File: config.mk
export PLATFORM = sky130hd
export DESIGN_NAME = bubble_down_sorter
export DESIGN_NICKNAME = d
export VERILOG_FILES = /design/src/rtl/sort_pkg.sv /design/src/rtl/cmp_xchg.sv /design/src/rtl/bubble_down_sorter.sv
export SDC_FILE = /design/constraint.sdc
export NUM_CORES = 1
export LEC_CHECK = 0
export ABC_AREA = 1
export CAP_MARGIN = 20
export CORE_MARGIN = 3
export CORE_UTILIZATION = 50
export DETAILED_ROUTE_END_ITERATION = 10
export GPL_TIMING_DRIVEN = 0
export PLACE_DENSITY = 0.76
export SLEW_MARGIN = 20
export SYNTH_ARGS = -nofsm -noshare
export SYNTH_HDL_FRONTEND = slang
export SYNTH_SLANG_ARGS = --single-unit
File: constraint.sdc
create_clock -name clk -period 4.2 [get_ports clk]
set_input_delay 1.26 -clock clk [delete_from_list [all_inputs] [get_ports clk]]
set_output_delay 1.26 -clock clk [all_outputs]
set_load 0.1 [all_outputs]
File: src/rtl/sort_pkg.sv
// Shared constants, state encoding and width helpers for the bubble-down sorter.
package sort_pkg;

    localparam int N_DEF = 7;
    localparam int W_DEF = 8;

    typedef enum logic [1:0] {
        IDLE = 2'd0,
        PASS = 2'd1,
        DONE = 2'd2
    } state_t;

    // Width of an element index; at least one bit even for a single-element block.
    function automatic int idx_width(input int n);
        return (n > 1) ? $clog2(n) : 1;
    endfunction

    // Width needed to count up to n*(n-1)/2 exchanges.
    function automatic int sc_width(input int n);
        int pairs;
        pairs = n * (n - 1) / 2;
        return (pairs > 0) ? $clog2(pairs + 1) : 1;
    endfunction

endpackage

File: src/rtl/cmp_xchg.sv
// Compare-exchange cell: orders an adjacent pair, leaving equal values in place.
module cmp_xchg #(
    parameter int W = 8
) (
    input  logic [W-1:0] a,
    input  logic [W-1:0] b,
    output logic [W-1:0] lo,
    output logic [W-1:0] hi,
    output logic         swapped
);

    assign swapped = (b < a);
    assign lo      = swapped ? b : a;
    assign hi      = swapped ? a : b;

endmodule

File: src/rtl/bubble_down_sorter.sv
// Block sorter: one compare-exchange per cycle, each pass sinking the minimum of
// the unsorted region towards index p. Early exit on a pass with no exchange.
//
// state | meaning
// IDLE  | in_ready high, waiting for a block
// PASS  | one compare-exchange on (j-1, j) per cycle
// DONE  | out_valid high, sorted block held until taken
module bubble_down_sorter
    import sort_pkg::*;
#(
    parameter int N = N_DEF,
    parameter int W = W_DEF
) (
    input  logic                     clk,
    input  logic                     rst,
    input  logic                     in_valid,
    output logic                     in_ready,
    input  logic [N*W-1:0]           in_data,
    output logic                     out_valid,
    input  logic                     out_ready,
    output logic [N*W-1:0]           out_data,
    output logic [sc_width(N)-1:0]   swap_count
);

    localparam int IW  = idx_width(N);
    localparam int SCW = sc_width(N);

    state_t          state_q;
    logic [W-1:0]    elem_q [N];
    logic [IW-1:0]   p_q;
    logic [IW-1:0]   j_q;
    logic            swapped_q;
    logic [SCW-1:0]  swap_count_q;
    logic            in_ready_q;
    logic            out_valid_q;

    logic [W-1:0]    cmp_a;
    logic [W-1:0]    cmp_b;
    logic [W-1:0]    cmp_lo;
    logic [W-1:0]    cmp_hi;
    logic            cmp_swap;
    logic            pass_swapped;
    logic            last_cmp;
    logic            finish;

    always_comb begin
        cmp_a = '0;
        cmp_b = '0;
        for (int i = 0; i < N; i++) begin
            if (int'(j_q) == i + 1) cmp_a = elem_q[i];
            if (int'(j_q) == i)     cmp_b = elem_q[i];
        end
    end

    cmp_xchg #(.W(W)) u_cmp_xchg (
        .a       (cmp_a),
        .b       (cmp_b),
        .lo      (cmp_lo),
        .hi      (cmp_hi),
        .swapped (cmp_swap)
    );

    // The flag seen at end of pass must include this cycle's exchange.
    assign pass_swapped = swapped_q | cmp_swap;
    assign last_cmp     = (int'(j_q) == int'(p_q) + 1);
    assign finish       = !pass_swapped || (int'(p_q) == N - 2);

    always_ff @(posedge clk) begin
        if (rst) begin
            state_q      <= IDLE;
            for (int i = 0; i < N; i++) elem_q[i] <= '0;
            p_q          <= '0;
            j_q          <= IW'(N - 1);
            swapped_q    <= 1'b0;
            swap_count_q <= '0;
            in_ready_q   <= 1'b1;
            out_valid_q  <= 1'b0;
        end else begin
            case (state_q)
                IDLE: begin
                    if (in_valid) begin
                        for (int i = 0; i < N; i++) elem_q[i] <= in_data[W*i +: W];
                        p_q          <= '0;
                        j_q          <= IW'(N - 1);
                        swapped_q    <= 1'b0;
                        swap_count_q <= '0;
                        in_ready_q   <= 1'b0;
                        if (N < 2) begin
                            state_q     <= DONE;
                            out_valid_q <= 1'b1;
                        end else begin
                            state_q     <= PASS;
                        end
                    end
                end
                PASS: begin
                    if (cmp_swap) begin
                        for (int i = 0; i < N; i++) begin
                            if (int'(j_q) == i + 1) elem_q[i] <= cmp_lo;
                            if (int'(j_q) == i)     elem_q[i] <= cmp_hi;
                        end
                        swap_count_q <= swap_count_q + 1'b1;
                    end
                    if (last_cmp) begin
                        if (finish) begin
                            state_q     <= DONE;
                            out_valid_q <= 1'b1;
                            swapped_q   <= pass_swapped;
                        end else begin
                            p_q       <= p_q + 1'b1;
                            j_q       <= IW'(N - 1);
                            swapped_q <= 1'b0;
                        end
                    end else begin
                        j_q       <= j_q - 1'b1;
                        swapped_q <= pass_swapped;
                    end
                end
                DONE: begin
                    if (out_ready) begin
                        state_q     <= IDLE;
                        out_valid_q <= 1'b0;
                        in_ready_q  <= 1'b1;
                    end
                end
                default: begin
                    state_q     <= IDLE;
                    out_valid_q <= 1'b0;
                    in_ready_q  <= 1'b1;
                end
            endcase
        end
    end

    always_comb begin
        out_data = '0;
        for (int i = 0; i < N; i++) out_data[W*i +: W] = elem_q[i];
    end

    assign in_ready   = in_ready_q;
    assign out_valid  = out_valid_q;
    assign swap_count = swap_count_q;

endmodule

==> flow_summary.ini <==
[routing]
avgViaCountPerCell = 5.975
wire_per_inst_microns = 20.42
dr_total_vias = 6656
drt_first_pass_iters = 6
drt_iter0_markers = 872
ant_nets = 0
drc = 0
wirelength_mm = 22.74

[cells_and_area]
multiInputGateArea_sq_um = 3207
fin_cells = 1114
final_core_util = 0.7011
register_area_sq_um = 2004
fill_cells = 935
area_delta_synth_final_pct = 35.88
drive_gt1_frac = 0.1387
nets = 1043

[global_routing]
grt_pass1_vias = 6404
grt_antenna_before_repair = 0
grt_use_total = 0.3571
grt_overflow = 0
grt_max_degree = 13
grt_pass1_wl_mm = 34.52

[floorplanning]
die_y_microns = 112.2
fp-row-count = 38
initial_utilization = 0.5160
die-area_sq_um = 12600
design.core.area_sq_um = 10940
io_pins = 123
fp.dieW_microns = 112.2

[synthesis]
synthCells = 818
ys_seq_area_frac = 0.3548
synth_nets = 893
avgSynthCellArea_sq_um = 6.898
async_flop_share = 0
yosys_register_bits = 72
post-synth-top-count-cell = nand2_1
yosysTopAreaCell = edfxtp_1
synthesis.area_sq_um = 5643
synth.distinct_cells = 45
synth_flop_cell = edfxtp_1
synth_common_cells = 264 x nand2_1, 97 x inv_1, 62 x nor2_1
yosys_warnings = 0
synth_area_leaders = edfxtp_1 30%, nand2_1 18%, inv_1 6.5%, dfxtp_1 5.7%, o21ai_0 4.6%
synth_top_area_frac = 0.2980
synth_edf_count = 56

[placed_design]
pre_cts_ws_ns = -0.6209
dp_cells = 1080
place_hpwl_mm = 17.29
gp_congestion = 1.012
portBuffers = 122

[hold_path]
hp-start = out_valid
min_path_cells = 2
hold-path-endpoint = out_valid
hp-class = reg2reg

[setup_path]
r2r_end = elem_q[2][1]
arrival_ns = 4.22
critical_path_class = reg2reg
end_kind = register
rrSetupSlack_ns = 0.08
crit_required_ns = 4.31
r2r_start = j_q[1]
cp-start-kind = register
worstRegToRegCells = 20
crit_fanout = 10

[flow_run]
drv_cap = 0

[clocking]
cts.clk_slew.worst_paths_ns = 0.06
cts-root-buf = clkbuf_16
cts.sinks = 72
cts-buffers-inserted = 9
clock_path_buffers = 2
cts_tree = built
htree_levels = 3
ctsHoldBuffers = 0
clock_latency_ns = 0.36

[sta]
drv_slew = 0
fin_skew_ns = 0.009434
tightest_slew_ns = 0.9881
fin_crit_sh = 0.9800
max_slew_margin = 0.3392
setup_violations = 0
period_needed_ns = 4.116
fmax_mhz = 243.0
hold_viol = 0
fin_ws_ns = 0.08407

[power]
power_uw = 5092
cellPowerDensity_nw_per_um2 = 664.1
ir_drop_v = 0.0004669
leakagePower_uw = 0.003362

[status]
outcome = completed
cell families after synthesis:
kind of cell | share of synthesized area
compound gates | 0.1876
flops | 0.3548
buf+inv | 0.1047
xor+xnor | 0.007762
fa+ha+maj | 0.03326
simple gates | 0.3120
flip-flops by register name (all words and copies together) (netlist names):
register,flops
elem_q,56
j_q,3
out_valid,1
state_q,2
swapped_q,1
swap_count,5
in_ready,1
p_q,3
worst max-delay path by stage:
stage	startpoint	to	slack (ns)	depth (start not counted)
finish	j_q[1]	elem_q[2][1]	0.08	20
detailed placement	j_q[0]	elem_q[2][5]	-0.62	20
CTS	j_q[0]	elem_q[2][1]	-0.01	19
floorplan	j_q[0]	elem_q[4][0]	0.42	17
global route	j_q[1]	elem_q[4][6]	-0.01	17
global placement	j_q[0]	elem_q[4][7]	-0.57	17
worst max-delay path: stages (launching register included):
cell      delay [ns]
dfxtp_2         0.35
inv_2           0.08
ha_2            0.21
inv_2           0.08
nor2_4          0.13
inv_2           0.09
o21ai_1         0.18
o21ai_0         0.12
o211ai_1        0.22
nand2_1         0.18
a31oi_4         0.27
ha_1            0.29
a21oi_2         0.17
o21a_4          0.19
a21boi_4        0.28
buf_6           0.19
nand2_1         0.11
o21ai_4         0.16
inv_2           0.14
o211ai_1        0.34
inv_1           0.07
placed cells by master, fill, tap and decap left out, types with 3 or more instances in the layout:
cell             instances
nand3_2                  5
o22ai_1                 20
clkdlybuf4s50_1        122
nand2_1                257
a21oi_2                  3
clkbuf_1                11
o21ai_2                  9
nor2_4                   4
inv_1                   91
buf_4                   23
o2111ai_1                5
o211ai_1                28
clkinv_1                 3
or2_2                    9
o21ai_0                 46
nor2_1                  59
xor2_1                   3
nand2_4                  4
clkbuf_2                 4
dfxtp_1                 14
clkbuf_16                9
buf_6                    5
edfxtp_1                56
buf_2                    6
inv_2                   14
a31oi_1                  4
a21oi_1                 37
nand3_1                 47
nor2_2                   3
nand2_2                 11
ha_1                    13
o21ai_1                 10
metal layers:
metal / share of wire / up-vias / wire, microns / track usage
met5: 0 / - / 0 / 0
met2: 0.45 / 513 / 10160 / 0.5526
li1: - / 3027 / - / -
met4: 0.045 / 0 / 1030 / 0.1811
met3: 0.12 / 82 / 2805 / 0.08518
met1: 0.38 / 3034 / 8744 / 0.4678
repair_timing:
action	4_1_cts	5_1_grt
pin swaps	6	8
gates resized for setup	20	45
buffers inserted	13	6
setup endpoints to repair	112	115
hold endpoints to repair	0	0
power breakdown:
part,switching [uW],internal [uW],total [uW]
clock,332,521,853
combinational,2370,827,3200
sequential,126,915,1040
total,2830,2260,5090
cell type report:
| class | count | area share |
|---|---|---|
| plain buffers | 31 | 0.02464 |
| diodes | 1 | 0.0003264 |
| clock inverters | 5 | 0.01044 |
| repair buffers | 141 | 0.1779 |
| flip-flops and latches | 72 | 0.2614 |
| clock buffers | 11 | 0.03035 |
| multi-input cells | 604 | 0.4182 |
| well taps | 140 | 0.02285 |
| inverters | 109 | 0.05385 |
stage by stage:
stage                     area, sq um  hold WS [ns]   TNS, ns
after floorplan                  5643        0.4416         0
after global placement           7039        0.4341    -31.64
after detailed placement         7039        0.4454    -39.08
after CTS                        7501        0.4542  -0.01634
after global routing             7665        0.4952   -0.1249
final                            7667        0.4564         0
Power figures use the tool's default switching activity.
==> edit: new RTL, same settings <==
The 3 states of `state_t` get a one-hot encoding in 3 bits.
--- a/src/rtl/sort_pkg.sv
+++ b/src/rtl/sort_pkg.sv
@@ -4,10 +4,10 @@
     localparam int N_DEF = 7;
     localparam int W_DEF = 8;
 
-    typedef enum logic [1:0] {
-        IDLE = 2'd0,
-        PASS = 2'd1,
-        DONE = 2'd2
+    typedef enum logic [2:0] {
+        IDLE = 3'b001,
+        PASS = 3'b010,
+        DONE = 3'b100
     } state_t;
 
     // Width of an element index; at least one bit even for a single-element block.
Formal check against the unedited RTL: no difference found for any inputs over 4 cycles, from zero or initial values and one cycle with rst high; so few cycles prove little.
==> edit against the original RTL <==
  * Sequential cell count is 1 higher
  * Power is 22% lower
  * Clock skew is 1.7 ps higher
  * Critical path depth stayed put
  * Worst setup slack better by 93 ps
  * Synthesized cell count is 8.7% higher
  * Cell area is 3.5% higher
  * Core utilization is 1.5 points lower
  * Sequential power is 7% lower
  * Area after synthesis is 6.6% higher
  * Wire length is 3.6% lower
  * Worst hold slack worse by 8.4 ps
  * Highest routed layer unchanged
==> edit: results (changes against the original RTL) <==
{
  "design.final.nets": {"value": 1109, "change": "+6.3%"},
  "yosys.area_share.xor_xnor": {"value": 0.7283, "unit": "%", "change": "-0.048 points"},
  "syn-num-nets": {"value": 964, "change": "+8.0%"},
  "grt_use_met2": {"value": 52.35, "unit": "%", "change": "-2.9 points"},
  "worst_ir_drop_vdd": {"value": 267.5, "unit": "uV", "change": "-43%"},
  "run_status": {"value": "completed"},
  "rrSetupSlack": {"value": 180, "unit": "ps", "change": "+90 ps"},
  "grt_pass1_vias": {"value": 6234, "change": "-2.7%"},
  "r2r_end": {"value": "elem_q[6][6]$_DFFE_PP_"},
  "yosys-top-cells-area": {"value": "edfxtp_1 28%, nand2_1 18%, inv_1 8.4%"},
  "reg2reg_from": {"value": "j_q[0]$_SDFFE_PP0P_"},
  "grt_pass1_wl": {"value": 33410, "unit": "um", "change": "-3.2%"},
  "post_drt_wl_per_cell": {"value": 18.57, "unit": "um", "change": "-9.1%"},
  "fillerInstances": {"value": 1039, "change": "+11%"},
  "post-place-ws": {"value": -1022, "unit": "ps", "change": "-400.7 ps"},
  "yosys.area_share.adder": {"value": 3.121, "unit": "%", "change": "-0.20 points"},
  "hold-worst-slack": {"value": 448.0, "unit": "ps", "change": "-8.388 ps"},
  "drtIter0Drc": {"value": 660, "change": "-24%"},
  "pwr-share-clk": {"value": 18.0, "unit": "%", "change": "+1.3 points"},
  "grt.total_usage": {"value": 33.14, "unit": "%", "change": "-2.6 points"},
  "cp_data_arrival_time": {"value": 4070, "unit": "ps", "change": "-150 ps"},
  "via_count": {"value": 6524, "change": "-2.0%"},
  "leakage": {"value": 3.600, "unit": "nW", "change": "+7.1%"},
  "half_perimeter_wire_length_of_the_detailed_placement_result": {"value": 17090, "unit": "um", "change": "-1.2%"},
  "seq-power": {"value": 0.962, "unit": "mW", "change": "-7%"},
  "met3_usage": {"value": 9.034, "unit": "%", "change": "+0.52 points"},
  "post_synth_inst_count": {"value": 889, "change": "+8.7%"},
  "synth_compound_gate_area_share": {"value": 16.92, "unit": "%", "change": "-1.8 points"}
}
edit: cell types whose count changed after synthesis, moves of 11 or more:
cell,change
o22ai_1,-14
o21ai_1,+15
inv_1,+38
o21ai_0,-11
nand2_1,+32
a22oi_1,+11
edit: metrics by stage:
stage	instance area, um^2	setup TNS (ps)	utilization [%]
6_report	7935	0	68.61
5_1_grt	7935	-30.34	68.61
4_1_cts	7807	0	67.51
3_5_place_dp	7413	-73240	64.10
3_3_place_gp	7413	-68090	64.10
2_1_floorplan	6013	0	-
edit: how the worst max path moves through the flow:
| stage | from | endpoint | slack [ps] | depth (start not counted) |
|---|---|---|---|---|
| floorplan | elem_q[1][5]$_SDFFCE_PN0P_ | elem_q[6][0]$_DFFE_PP_ | 90 | 17 |
| global placement | j_q[0]$_SDFFE_PP0P_ | elem_q[6][2]$_DFFE_PP_ | -990 | 20 |
| detailed placement | j_q[0]$_SDFFE_PP0P_ | elem_q[6][2]$_DFFE_PP_ | -1020 | 20 |
| CTS | j_q[0]$_SDFFE_PP0P_ | elem_q[6][2]$_DFFE_PP_ | 5 | 19 |
| global route | j_q[0]$_SDFFE_PP0P_ | elem_q[5][0]$_DFFE_PP_ | -10 | 19 |
| finish | j_q[0]$_SDFFE_PP0P_ | elem_q[6][6]$_DFFE_PP_ | 180 | 20 |
edit: what timing repair did:
action	4_1_cts	5_1_grt
gates resized for setup	16	43
endpoints found under the setup margin	125	117
pin swaps	7	9
hold buffers	0	0
buffers inserted	9	4
edit: final cells by class:
type | instances | area share (%)
plain buffers | 33 | 2.696
clock buffers | 9 | 2.838
clock inverters | 6 | 0.4573
inverters | 154 | 7.348
multi-input cells | 628 | 42.12
flip-flops and latches | 73 | 25.51
well taps | 143 | 2.255
repair buffers | 135 | 16.78
